===== src/rtl/housekeeping_pkg.sv =====
// Shared types and constants for the housekeeping SPI-to-register-bank bridge.
// Holds the bridge FSM encoding, the bank request payload, the locally answered
// address map (0-7) and the byte returned when a bank read expires.
package housekeeping_pkg;

  localparam int unsigned ADDR_W = 8;
  localparam int unsigned DATA_W = 8;
  localparam int unsigned CNT_W  = 8;

  typedef enum logic [1:0] {
    ST_IDLE  = 2'd0,
    ST_WREQ  = 2'd1,
    ST_RREQ  = 2'd2,
    ST_RDONE = 2'd3
  } hk_state_e;

  // Register-bank request payload as presented on reg_we/reg_addr/reg_wdata.
  typedef struct packed {
    logic              we;
    logic [ADDR_W-1:0] addr;
    logic [DATA_W-1:0] wdata;
  } hk_req_t;

  // Locally answered addresses.
  localparam logic [ADDR_W-1:0] ADDR_MODE      = 8'h00;
  localparam logic [ADDR_W-1:0] ADDR_MFGR_LO   = 8'h01;
  localparam logic [ADDR_W-1:0] ADDR_MFGR_HI   = 8'h02;
  localparam logic [ADDR_W-1:0] ADDR_PROD      = 8'h03;
  localparam logic [ADDR_W-1:0] ADDR_MASK_B3   = 8'h04;
  localparam logic [ADDR_W-1:0] ADDR_MASK_B2   = 8'h05;
  localparam logic [ADDR_W-1:0] ADDR_MASK_B1   = 8'h06;
  localparam logic [ADDR_W-1:0] ADDR_MASK_B0   = 8'h07;
  localparam logic [ADDR_W-1:0] ADDR_LOCAL_END = 8'h08;

  // Byte handed back to the SPI slave when a bank read never acknowledges.
  localparam logic [DATA_W-1:0] TIMEOUT_BYTE = 8'hFF;

  function automatic logic is_local(input logic [ADDR_W-1:0] addr);
    return addr < ADDR_LOCAL_END;
  endfunction

endpackage


===== src/rtl/housekeeping_sync_edge.sv =====
// Two-flop synchronizer with history flop and registered rising-edge pulse.
// Ports:
//   clk, rst_n : clock and synchronous active-low reset
//   strobe     : asynchronous level input (SCK-domain strobe)
//   rise       : one-cycle pulse, high in the cycle after sync2 & ~sync3 was seen
module housekeeping_sync_edge (
  input  logic clk,
  input  logic rst_n,
  input  logic strobe,
  output logic rise
);

  logic sync1_q;
  logic sync2_q;
  logic sync3_q;

  // The edge pulse is registered so the downstream FSM sees a clean flop output.
  always_ff @(posedge clk) begin
    if (!rst_n) begin
      sync1_q <= 1'b0;
      sync2_q <= 1'b0;
      sync3_q <= 1'b0;
      rise    <= 1'b0;
    end else begin
      sync1_q <= strobe;
      sync2_q <= sync1_q;
      sync3_q <= sync2_q;
      rise    <= sync2_q & ~sync3_q;
    end
  end

endmodule


===== src/rtl/housekeeping_spi_bridge.sv =====
// Bridge from the SCK-clocked housekeeping SPI slave to the register bank on
// wb_clk_i. Synchronized strobes become single request/ack transactions;
// addresses 0-7 are answered locally and a bounded timeout guarantees a byte.
// Ports:
//   wb_clk_i, wb_rstn_i     : clock, synchronous active-low reset
//   spi_wrstb, spi_rdstb    : asynchronous strobes from the SPI slave
//   spi_addr, spi_wdata     : SPI address / write data (stable after strobe)
//   spi_rdata               : read byte to the SPI slave, held between updates
//   reg_req/we/addr/wdata   : register-bank request
//   reg_rdata, reg_ack      : register-bank response
//   overrun, timeout        : sticky status flags
module housekeeping_spi_bridge
  import housekeeping_pkg::*;
#(
  parameter logic [11:0] MFGR_ID = 12'h456,
  parameter logic [7:0]  PROD_ID = 8'h11,
  parameter logic [31:0] MASK_ID = 32'h0,
  parameter int unsigned TIMEOUT = 15
) (
  input  logic              wb_clk_i,
  input  logic              wb_rstn_i,
  input  logic              spi_wrstb,
  input  logic              spi_rdstb,
  input  logic [ADDR_W-1:0] spi_addr,
  input  logic [DATA_W-1:0] spi_wdata,
  output logic [DATA_W-1:0] spi_rdata,
  output logic              reg_req,
  output logic              reg_we,
  output logic [ADDR_W-1:0] reg_addr,
  output logic [DATA_W-1:0] reg_wdata,
  input  logic [DATA_W-1:0] reg_rdata,
  input  logic              reg_ack,
  output logic              overrun,
  output logic              timeout
);

  logic wr_rise;
  logic rd_rise;

  housekeeping_sync_edge u_wr_sync (
    .clk    (wb_clk_i),
    .rst_n  (wb_rstn_i),
    .strobe (spi_wrstb),
    .rise   (wr_rise)
  );

  housekeeping_sync_edge u_rd_sync (
    .clk    (wb_clk_i),
    .rst_n  (wb_rstn_i),
    .strobe (spi_rdstb),
    .rise   (rd_rise)
  );

  // Local address map: mode flags, manufacturer/product/mask IDs.
  function automatic logic [DATA_W-1:0] local_byte(input logic [ADDR_W-1:0] addr);
    case (addr)
      ADDR_MFGR_LO: return MFGR_ID[7:0];
      ADDR_MFGR_HI: return {4'h0, MFGR_ID[11:8]};
      ADDR_PROD:    return PROD_ID;
      ADDR_MASK_B3: return MASK_ID[31:24];
      ADDR_MASK_B2: return MASK_ID[23:16];
      ADDR_MASK_B1: return MASK_ID[15:8];
      ADDR_MASK_B0: return MASK_ID[7:0];
      default:      return 8'h00;
    endcase
  endfunction

  hk_state_e         state_q,     state_d;
  hk_req_t           req_q,       req_d;
  logic              req_valid_q, req_valid_d;
  logic [CNT_W-1:0]  cnt_q,       cnt_d;
  logic [DATA_W-1:0] rd_byte_q,   rd_byte_d;
  logic [DATA_W-1:0] rdata_q,     rdata_d;
  logic              pend_q,      pend_d;
  logic [ADDR_W-1:0] pend_addr_q, pend_addr_d;
  logic              overrun_q,   overrun_d;
  logic              timeout_q,   timeout_d;

  // State and output registers.
  always_ff @(posedge wb_clk_i) begin
    if (!wb_rstn_i) begin
      state_q     <= ST_IDLE;
      req_q       <= '0;
      req_valid_q <= 1'b0;
      cnt_q       <= '0;
      rd_byte_q   <= '0;
      rdata_q     <= '0;
      pend_q      <= 1'b0;
      pend_addr_q <= '0;
      overrun_q   <= 1'b0;
      timeout_q   <= 1'b0;
    end else begin
      state_q     <= state_d;
      req_q       <= req_d;
      req_valid_q <= req_valid_d;
      cnt_q       <= cnt_d;
      rd_byte_q   <= rd_byte_d;
      rdata_q     <= rdata_d;
      pend_q      <= pend_d;
      pend_addr_q <= pend_addr_d;
      overrun_q   <= overrun_d;
      timeout_q   <= timeout_d;
    end
  end

  // Next-state and next-output logic.
  always_comb begin
    logic              rd_go;
    logic [ADDR_W-1:0] rd_addr;
    logic [CNT_W-1:0]  cnt_inc;

    state_d     = state_q;
    req_d       = req_q;
    req_valid_d = req_valid_q;
    cnt_d       = cnt_q;
    rd_byte_d   = rd_byte_q;
    rdata_d     = rdata_q;
    pend_d      = pend_q;
    pend_addr_d = pend_addr_q;
    overrun_d   = overrun_q;
    timeout_d   = timeout_q;

    cnt_inc = cnt_q + CNT_W'(1);
    // A held read takes priority over fresh edges; a lone read edge is served
    // directly, while a read arriving with a write waits in the pending slot.
    rd_go   = pend_q | (rd_rise & ~wr_rise);
    rd_addr = pend_q ? pend_addr_q : spi_addr;

    case (state_q)
      ST_IDLE: begin
        if (pend_q) begin
          pend_d = 1'b0;
          if (wr_rise || rd_rise) overrun_d = 1'b1;
        end else if (wr_rise) begin
          if (!is_local(spi_addr)) begin
            state_d     = ST_WREQ;
            req_valid_d = 1'b1;
            req_d       = '{we: 1'b1, addr: spi_addr, wdata: spi_wdata};
            cnt_d       = '0;
          end
          if (rd_rise) begin
            pend_d      = 1'b1;
            pend_addr_d = spi_addr;
          end
        end

        if (rd_go) begin
          if (is_local(rd_addr)) begin
            state_d   = ST_RDONE;
            rd_byte_d = local_byte(rd_addr);
          end else begin
            state_d     = ST_RREQ;
            req_valid_d = 1'b1;
            req_d       = '{we: 1'b0, addr: rd_addr, wdata: req_q.wdata};
            cnt_d       = '0;
          end
        end
      end

      ST_WREQ, ST_RREQ: begin
        if (wr_rise || rd_rise) overrun_d = 1'b1;
        // An ack in the expiry cycle still completes the transaction normally.
        if (reg_ack) begin
          req_valid_d = 1'b0;
          req_d.we    = 1'b0;
          if (state_q == ST_RREQ) begin
            rd_byte_d = reg_rdata;
            state_d   = ST_RDONE;
          end else begin
            state_d = ST_IDLE;
          end
        end else if (cnt_inc == CNT_W'(TIMEOUT)) begin
          req_valid_d = 1'b0;
          req_d.we    = 1'b0;
          timeout_d   = 1'b1;
          if (state_q == ST_RREQ) begin
            rd_byte_d = TIMEOUT_BYTE;
            state_d   = ST_RDONE;
          end else begin
            state_d = ST_IDLE;
          end
        end else begin
          cnt_d = cnt_inc;
        end
      end

      ST_RDONE: begin
        if (wr_rise || rd_rise) overrun_d = 1'b1;
        rdata_d = rd_byte_q;
        state_d = ST_IDLE;
      end

      default: state_d = ST_IDLE;
    endcase
  end

  assign spi_rdata = rdata_q;
  assign reg_req   = req_valid_q;
  assign reg_we    = req_q.we;
  assign reg_addr  = req_q.addr;
  assign reg_wdata = req_q.wdata;
  assign overrun   = overrun_q;
  assign timeout   = timeout_q;

endmodule


===== config.mk =====
export PLATFORM = sky130hd
export DESIGN_NAME = housekeeping_spi_bridge
export DESIGN_NICKNAME = d
export VERILOG_FILES = /design/src/rtl/housekeeping_pkg.sv /design/src/rtl/housekeeping_sync_edge.sv /design/src/rtl/housekeeping_spi_bridge.sv
export SDC_FILE = /design/constraint.sdc
export NUM_CORES = 1
export LEC_CHECK = 0
export CORE_MARGIN = 4
export CORE_UTILIZATION = 51
export DETAILED_ROUTE_END_ITERATION = 7
export PLACE_DENSITY = 0.79
export SLEW_MARGIN = 20
export SYNTH_ARGS = -nofsm -noshare
export SYNTH_HDL_FRONTEND = slang
export SYNTH_SLANG_ARGS = --single-unit

===== constraint.sdc =====
create_clock -name wb_clk_i -period 3.8 [get_ports wb_clk_i]
set_clock_uncertainty 0.05 [all_clocks]
set_input_delay 0.76 -clock wb_clk_i [delete_from_list [all_inputs] [get_ports wb_clk_i]]
set_output_delay 0.76 -clock wb_clk_i [all_outputs]
set_load 0.1 [all_outputs]

==> run metrics, run 1 <==
GPL Wtd Cong=0.832; share of cells above drive strength 1=0.0888; clk buf depth=2; core area=5570 sq um; leakage=0.00143 uW; Mapped Cells=327; Cell Area, Placed=3550 sq um; Vert. Die Dim=84.3 um; status=completed; CTS buffer count=9; Hold Crit Class=reg -> reg; Post-synth EDFFs=0; die width=84.3 um; largest net degree at the start of global routing=48; Yosys top cell area share=0.425; Synth area leader=dfxtp_1; Critical-path top delay cell=a221oi_4; first-pass GRT wire length=11100 um; PostCTS Resize Cnt=0; clock transition at the registers of the reported paths=0.07 ns; initial drt markers=213; relative slew slack=0.325; routed via count=2512; CP startpoint kind=primary input; Least-Margin Pin Slew=1.01 ns; commonest non-fill, non-tap cell in the layout=dfxtp_1; GR Overflow Total=0; Pwr per Cell Area=575 nW/um^2; Design Power=2160 uW; Final setup viols=0; # fillers=460; crit share post-route=0.764; WP data required=3.98 ns; RSZ-0062 raised after global routing=false; Syn Area/Cell=9.07 sq um; Setup TNS Final=0 ns; highest-count cells in the layout ignoring fill and taps=dfxtp_1 (63), clkdlybuf4s50_1 (55), nand2_1 (42); Final HPWL DP=4690 um; VDD IR-drop max=0.399 mV; boundary pin count=57; ranking of synthesized cells by area=dfxtp_1 (43%), mux2i_1 (7.4%), nand2_1 (5.3%), nor2b_1 (4.9%), o21ai_0 (3.9%); Seq/Total Area, Yosys=0.425; crit-path max FO=16; asr flop ratio synth=0; Hold Fails Final Rpt=0; Worst EP arrival=3.09 ns; wire per inst=14.6 um; drt first pass iters=4; count of different cell masters after synthesis=51; vias in the first global route=2404; Routed Antenna Nets=0; Ys Warns=0; worst path buffer plus inverter count=1; Crit Path Class=in -> reg; CP cell instances=clkdlybuf4s50_1 > or3_1 > nor4_2 > o211ai_2 > a221oi_4 > o311ai_1 > o211a_1; Mapped Area=2970 sq um; Vias/cell=5.52; clock latency on the worst-skew pair=0.34 ns; syn_nets=362; Final min period=2.90 ns; effective utilization at floorplan=0.532; GRT Overall Usage=0.192; count of input and output buffers=56; nets@finish=414; die area=7100 sq um; final WL=6630 um; Crit. End Element=flop; Yosys reg bits=63; clock sink count=63; final slew viol count=0; DRC Markers=0; max incr delay on CP=0.61 ns; Fmax=0.344 GHz; prevailing post-synth register cell=dfxtp_1; num rows=27; Crit path max-delay family=compound AO/OA/AOI/OAI gates; H-tree depth=3; number of antenna diodes=0; Maximum Capacitance Violations=0; # hold bufs at CTS=0; postcts setup bufs=0; CTS tree=built; Root Driver=clkbuf_8; antenna violations before repair=0; post-route cell area=3760 sq um; P&R area growth vs syn=26.9%
[cell families after synthesis]
family,count (synthesis),share of synthesized area
and+or+nand+nor,117,0.209
AOI/OAI and AO/OA,92,0.226
DFF,63,0.425
buffers and inverters,26,0.0371
muxes,22,0.0743
adders and majority gates,6,0.0253
xor gates and xnor gates,1,0.00295
[worst paths after layout]
kind / startpoint / endpoint / slack (ns) / cells past startpoint
setup / recovery: spi_addr[4] / rd_byte_q[2]$_SDFFE_PN0P_ / 0.90 / 7
hold / removal: u_wr_sync.sync3_q$_SDFF_PN0_ / u_wr_sync.rise$_SDFF_PN0_ / 0.33 / 1
setup reg to reg: pend_q$_SDFFE_PN0P_ / rd_byte_q[2]$_SDFFE_PN0P_ / 1.22 / 7
hold reg to reg: u_wr_sync.sync3_q$_SDFF_PN0_ / u_wr_sync.rise$_SDFF_PN0_ / 0.33 / 1
[through the flow]
stage	setup WS (ns)	instances	hold WS (ns)	util
after CTS	0.905	455	0.338	0.675
after detailed placement	0.540	440	0.328	0.637
after global placement	0.619	440	0.322	0.637
final	0.896	455	0.332	0.675
after global routing	0.694	455	0.363	0.675
after floorplan	1.46	327	0.317	-
[cell usage after synthesis (2+ instances only)]
| cell | instances |
|---|---|
| a31o_2 | 2 |
| o21ai_0 | 23 |
| o2111ai_1 | 3 |
| clkbuf_1 | 13 |
| or3_1 | 4 |
| a21o_1 | 4 |
| inv_1 | 8 |
| o22a_1 | 5 |
| and2_1 | 8 |
| o211ai_2 | 2 |
| a22oi_1 | 4 |
| or2_2 | 4 |
| ha_1 | 6 |
| nand2_1 | 42 |
| buf_2 | 4 |
| o211a_1 | 4 |
| nand3b_1 | 2 |
| nor2_1 | 12 |
| nand3_1 | 6 |
| dfxtp_1 | 63 |
| and3b_1 | 2 |
| o22ai_1 | 2 |
| and3_1 | 3 |
| a21oi_1 | 10 |
| nor2b_1 | 23 |
| a31oi_1 | 4 |
| a21boi_0 | 10 |
| mux2i_1 | 22 |
| nand2b_1 | 4 |
| o32ai_1 | 4 |
| o21a_1 | 3 |
| o21bai_1 | 2 |
[per-layer routing]
metal,GRT usage,up-vias,share of wire
met5,0,-,0
met4,0.0804,0,0.021
met3,0.0775,12,0.076
met2,0.286,87,0.44
met1,0.247,1144,0.47
li1,-,1269,-
[worst register-to-register path: cells and delay by family, from the launching register on]
kind	cells	cell delay (ns)
and+or+nand+nor	2	0.74
DFF	1	0.31
AOI/OAI and AO/OA	4	1.15
buffers and inverters	1	0.24
[where the power goes]
group	total, uW	switching [uW]	internal [uW]
Clock	623	259	364
Sequential	777	49.0	728
Combinational	764	512	251
Total	2160	821	1340
[registers in the layout, indices dropped and copies added, names as in the netlist]
signal / count
reg_addr: 8
u_rd_sync.sync3_q: 1
reg_req: 1
u_rd_sync.sync2_q: 1
spi_rdata: 8
u_wr_sync.sync3_q: 1
timeout: 1
pend_addr_q: 8
u_wr_sync.sync1_q: 1
rd_byte_q: 8
reg_wdata: 8
u_rd_sync.rise: 1
u_rd_sync.sync1_q: 1
overrun: 1
cnt_q: 8
u_wr_sync.rise: 1
u_wr_sync.sync2_q: 1
pend_q: 1
state_q: 2
reg_we: 1
[layout make-up]
cell class,count,area (sq um),area share
clock buffers,9,124,0.0329
repair buffers,59,578,0.154
clock inverters,6,86.3,0.0229
flip-flops and latches,63,1260,0.335
multi-input cells,238,1590,0.424
well taps,72,90.1,0.0239
inverters,8,30.0,0.00798
Note: power is estimated with default switching activity, not from simulation.
==> run 2, diff against run 1 <==
==> constraint.sdc (replaced) <==
create_clock -name wb_clk_i -period 2.9 [get_ports wb_clk_i]
set_clock_uncertainty 0.05 [all_clocks]
set_input_delay 0.58 -clock wb_clk_i [delete_from_list [all_inputs] [get_ports wb_clk_i]]
set_output_delay 0.58 -clock wb_clk_i [all_outputs]
set_load 0.1 [all_outputs]
==> run 2 against run 1 <==
Register-to-register slack worse by 0.67 ns; clock power is 24% higher; non-clock buffer count is 6 higher; count of clock-buffer cells in the layout is 2 higher; largest power group is now combinational logic; critical path type unchanged; via count is 2.0% higher.
==> run metrics, run 2 (synthesized netlist as in run 1, its figures left out) <==
effective utilization at floorplan=0.532 (unchanged); die area=7100 sq um (unchanged); relative slew slack=0.557 (+0.232); wire per inst=14.9 um (+2.0%); switching power=1100 uW (+34%); clock latency on the worst-skew pair=0.34 ns (about the same); DRC Markers=0 (unchanged); Design Power=2820 uW (+30%); Vert. Die Dim=84.3 um (unchanged); power share of the combinational group=0.364 (+0.011); Storage cell area=1260 sq um (unchanged); antenna violations before repair=0 (unchanged); Final min period=2.52 ns; CTS tree=built; Hold Fails Final Rpt=0 (unchanged); Pwr per Cell Area=754 nW/um^2 (+31%); final WL=6870 um (+3.6%); H-tree depth=3 (unchanged); GRT Overall Usage=0.200 (+0.00769); # fillers=485 (+5.4%); Critical-path top delay cell=clkdlybuf4s50_1; Hold Crit Class=reg -> reg; dpl ws=0.0538 ns (-0.486 ns); clock transition at the registers of the reported paths=0.07 ns (about the same); Root Driver=clkbuf_8; P&R area growth vs syn=26.1%; number of antenna diodes=0 (unchanged); Hold WS=0.338 ns (+0.00641 ns); crit share post-route=0.869; Setup crit end=rd_byte_q[6]$_SDFFE_PN0P_; count of input and output buffers=56 (unchanged); clock network power share=0.273 (-0.015); crit-path max FO=5 (-11); final slew viol count=0 (unchanged); Worst R2R Start=cnt_q[0]$_SDFFE_PN0P_; Vias/cell=5.55 (+0.48%); die width=84.3 um (unchanged); Least-Margin Pin Slew=0.664 ns (-0.345 ns); core area=5570 sq um (unchanged); Final HPWL DP=4890 um (+4.2%); Worst R2R Setup Slack=0.55 ns (-0.67 ns); WP depth=7 (unchanged); Worst setup startpoint=spi_addr[4]; drt first pass iters=4 (unchanged); Routed Antenna Nets=0 (unchanged); Final setup viols=0 (unchanged); PostCTS Resize Cnt=0 (unchanged); WP data required=3.14 ns (-0.84 ns); Sw Share=0.391 (+0.0118); multi-input logic area=1590 sq um (unchanged); vias in the first global route=2524 (+5.0%); sequential share of power=0.362 (+0.003); # hold bufs at CTS=0 (unchanged); Crit path max-delay family=simple AND/OR/NAND/NOR gates; num rows=27 (unchanged); leakage=0.00152 uW (+6.0%); largest net degree at the start of global routing=34 (-29%); worst path buffer plus inverter count=1 (unchanged); highest-count cells in the layout ignoring fill and taps=dfxtp_1 (63), nand2_1 (42), buf_4 (36); postcts setup bufs=0 (unchanged); status=completed; clk buf depth=2 (unchanged); nets@finish=420 (+1.4%); Maximum Capacitance Violations=0 (unchanged); Fmax=0.397 GHz; Pint=1720 uW (+28%); routed via count=2563 (+2.0%); max incr delay on CP=0.47 ns (-0.14 ns); CP cell instances=clkdlybuf4s50_1 > or3_1 > or3_1 > a2bb2oi_1 > nor4_1 > nand3b_1 > o211a_1; boundary pin count=57 (unchanged); GR Overflow Total=0 (unchanged); r2r endpoint=rd_byte_q[1]$_SDFFE_PN0P_; r2r worst-path depth=8 (+1); clock sink count=63 (unchanged); RSZ-0062 raised after global routing=false; first-pass GRT wire length=11600 um (+4.4%); final setup margin=0.380 ns (-0.516 ns); commonest non-fill, non-tap cell in the layout=dfxtp_1; share of cells above drive strength 1=0.174 (+0.0856); CP dominant cell by count=or3_1; CTS buffer count=9 (unchanged); initial drt markers=206 (-3.3%); Crit Path Class=in -> reg; Setup TNS Final=0 ns (unchanged); GPL Wtd Cong=0.900 (+8.1%); Crit. End Element=flop; VDD IR-drop max=0.421 mV (+5.7%); Worst EP arrival=2.76 ns (-0.33 ns); CP startpoint kind=primary input
==> run 2: cell types whose count changed in the layout (fill, tap and decap cells not counted) <==
cell	delta
clkdlybuf4s50_1	-28
clkinv_4	-1
clkbuf_8	+1
buf_12	+1
bufinv_16	-1
clkbuf_1	+1
inv_6	+1
buf_4	+33
==> run 2: power by group through the flow <==
stage,clock network [uW],registers [uW],logic (uW)
4_1_cts,780,1020,1030
3_3_place_gp,0,1040,1010
5_1_grt,826,1040,1100
2_1_floorplan,0,1330,489
6_report,771,1020,1030
3_5_place_dp,0,1040,1020
==> run 2: layer usage <==
metal / global-route usage / vias to the layer above / part of all wire
met5: 0 / - / 0
met4: 0.0789 / 0 / 0.022
met3: 0.0854 / 16 / 0.084
met2: 0.303 / 83 / 0.44
met1: 0.251 / 1184 / 0.45
li1: - / 1280 / -
==> run 2: how the worst min path moves through the flow <==
stage                                 startpoint                         to  cells past startpoint
floorplan           u_rd_sync.sync3_q$_SDFF_PN0_  u_rd_sync.rise$_SDFF_PN0_                      1
global placement    u_rd_sync.sync3_q$_SDFF_PN0_  u_rd_sync.rise$_SDFF_PN0_                      1
detailed placement  u_wr_sync.sync3_q$_SDFF_PN0_  u_wr_sync.rise$_SDFF_PN0_                      1
CTS                 u_wr_sync.sync3_q$_SDFF_PN0_  u_wr_sync.rise$_SDFF_PN0_                      1
global route        u_rd_sync.sync3_q$_SDFF_PN0_  u_rd_sync.rise$_SDFF_PN0_                      1
finish              u_wr_sync.sync3_q$_SDFF_PN0_  u_wr_sync.rise$_SDFF_PN0_                      1
==> run 2: cell type report <==
cell class                 instances  area share
inverter                           8     0.00803
clock inverter                     5      0.0151
timing repair buffer              65       0.151
multi-input combinational        238       0.426
sequential                        63       0.337
tap                               72      0.0241
clock buffer                      11      0.0378
==> run 2: stage by stage <==
step                       util  cells  area (sq um)
after CTS                 0.671    462          3740
after floorplan               -    327          2970
after global routing      0.671    462          3740
after detailed placement  0.635    446          3540
final                     0.671    462          3740
after global placement    0.635    446          3540
==> run 2: worst reg2reg max path, stage by stage, from the launching register on <==
cell,delay [ns]
dfxtp_1,0.36
ha_1,0.26
and3_1,0.21
a311oi_1,0.35
o211ai_2,0.24
a221oi_4,0.31
buf_4,0.24
nand3b_1,0.10
o211a_1,0.13
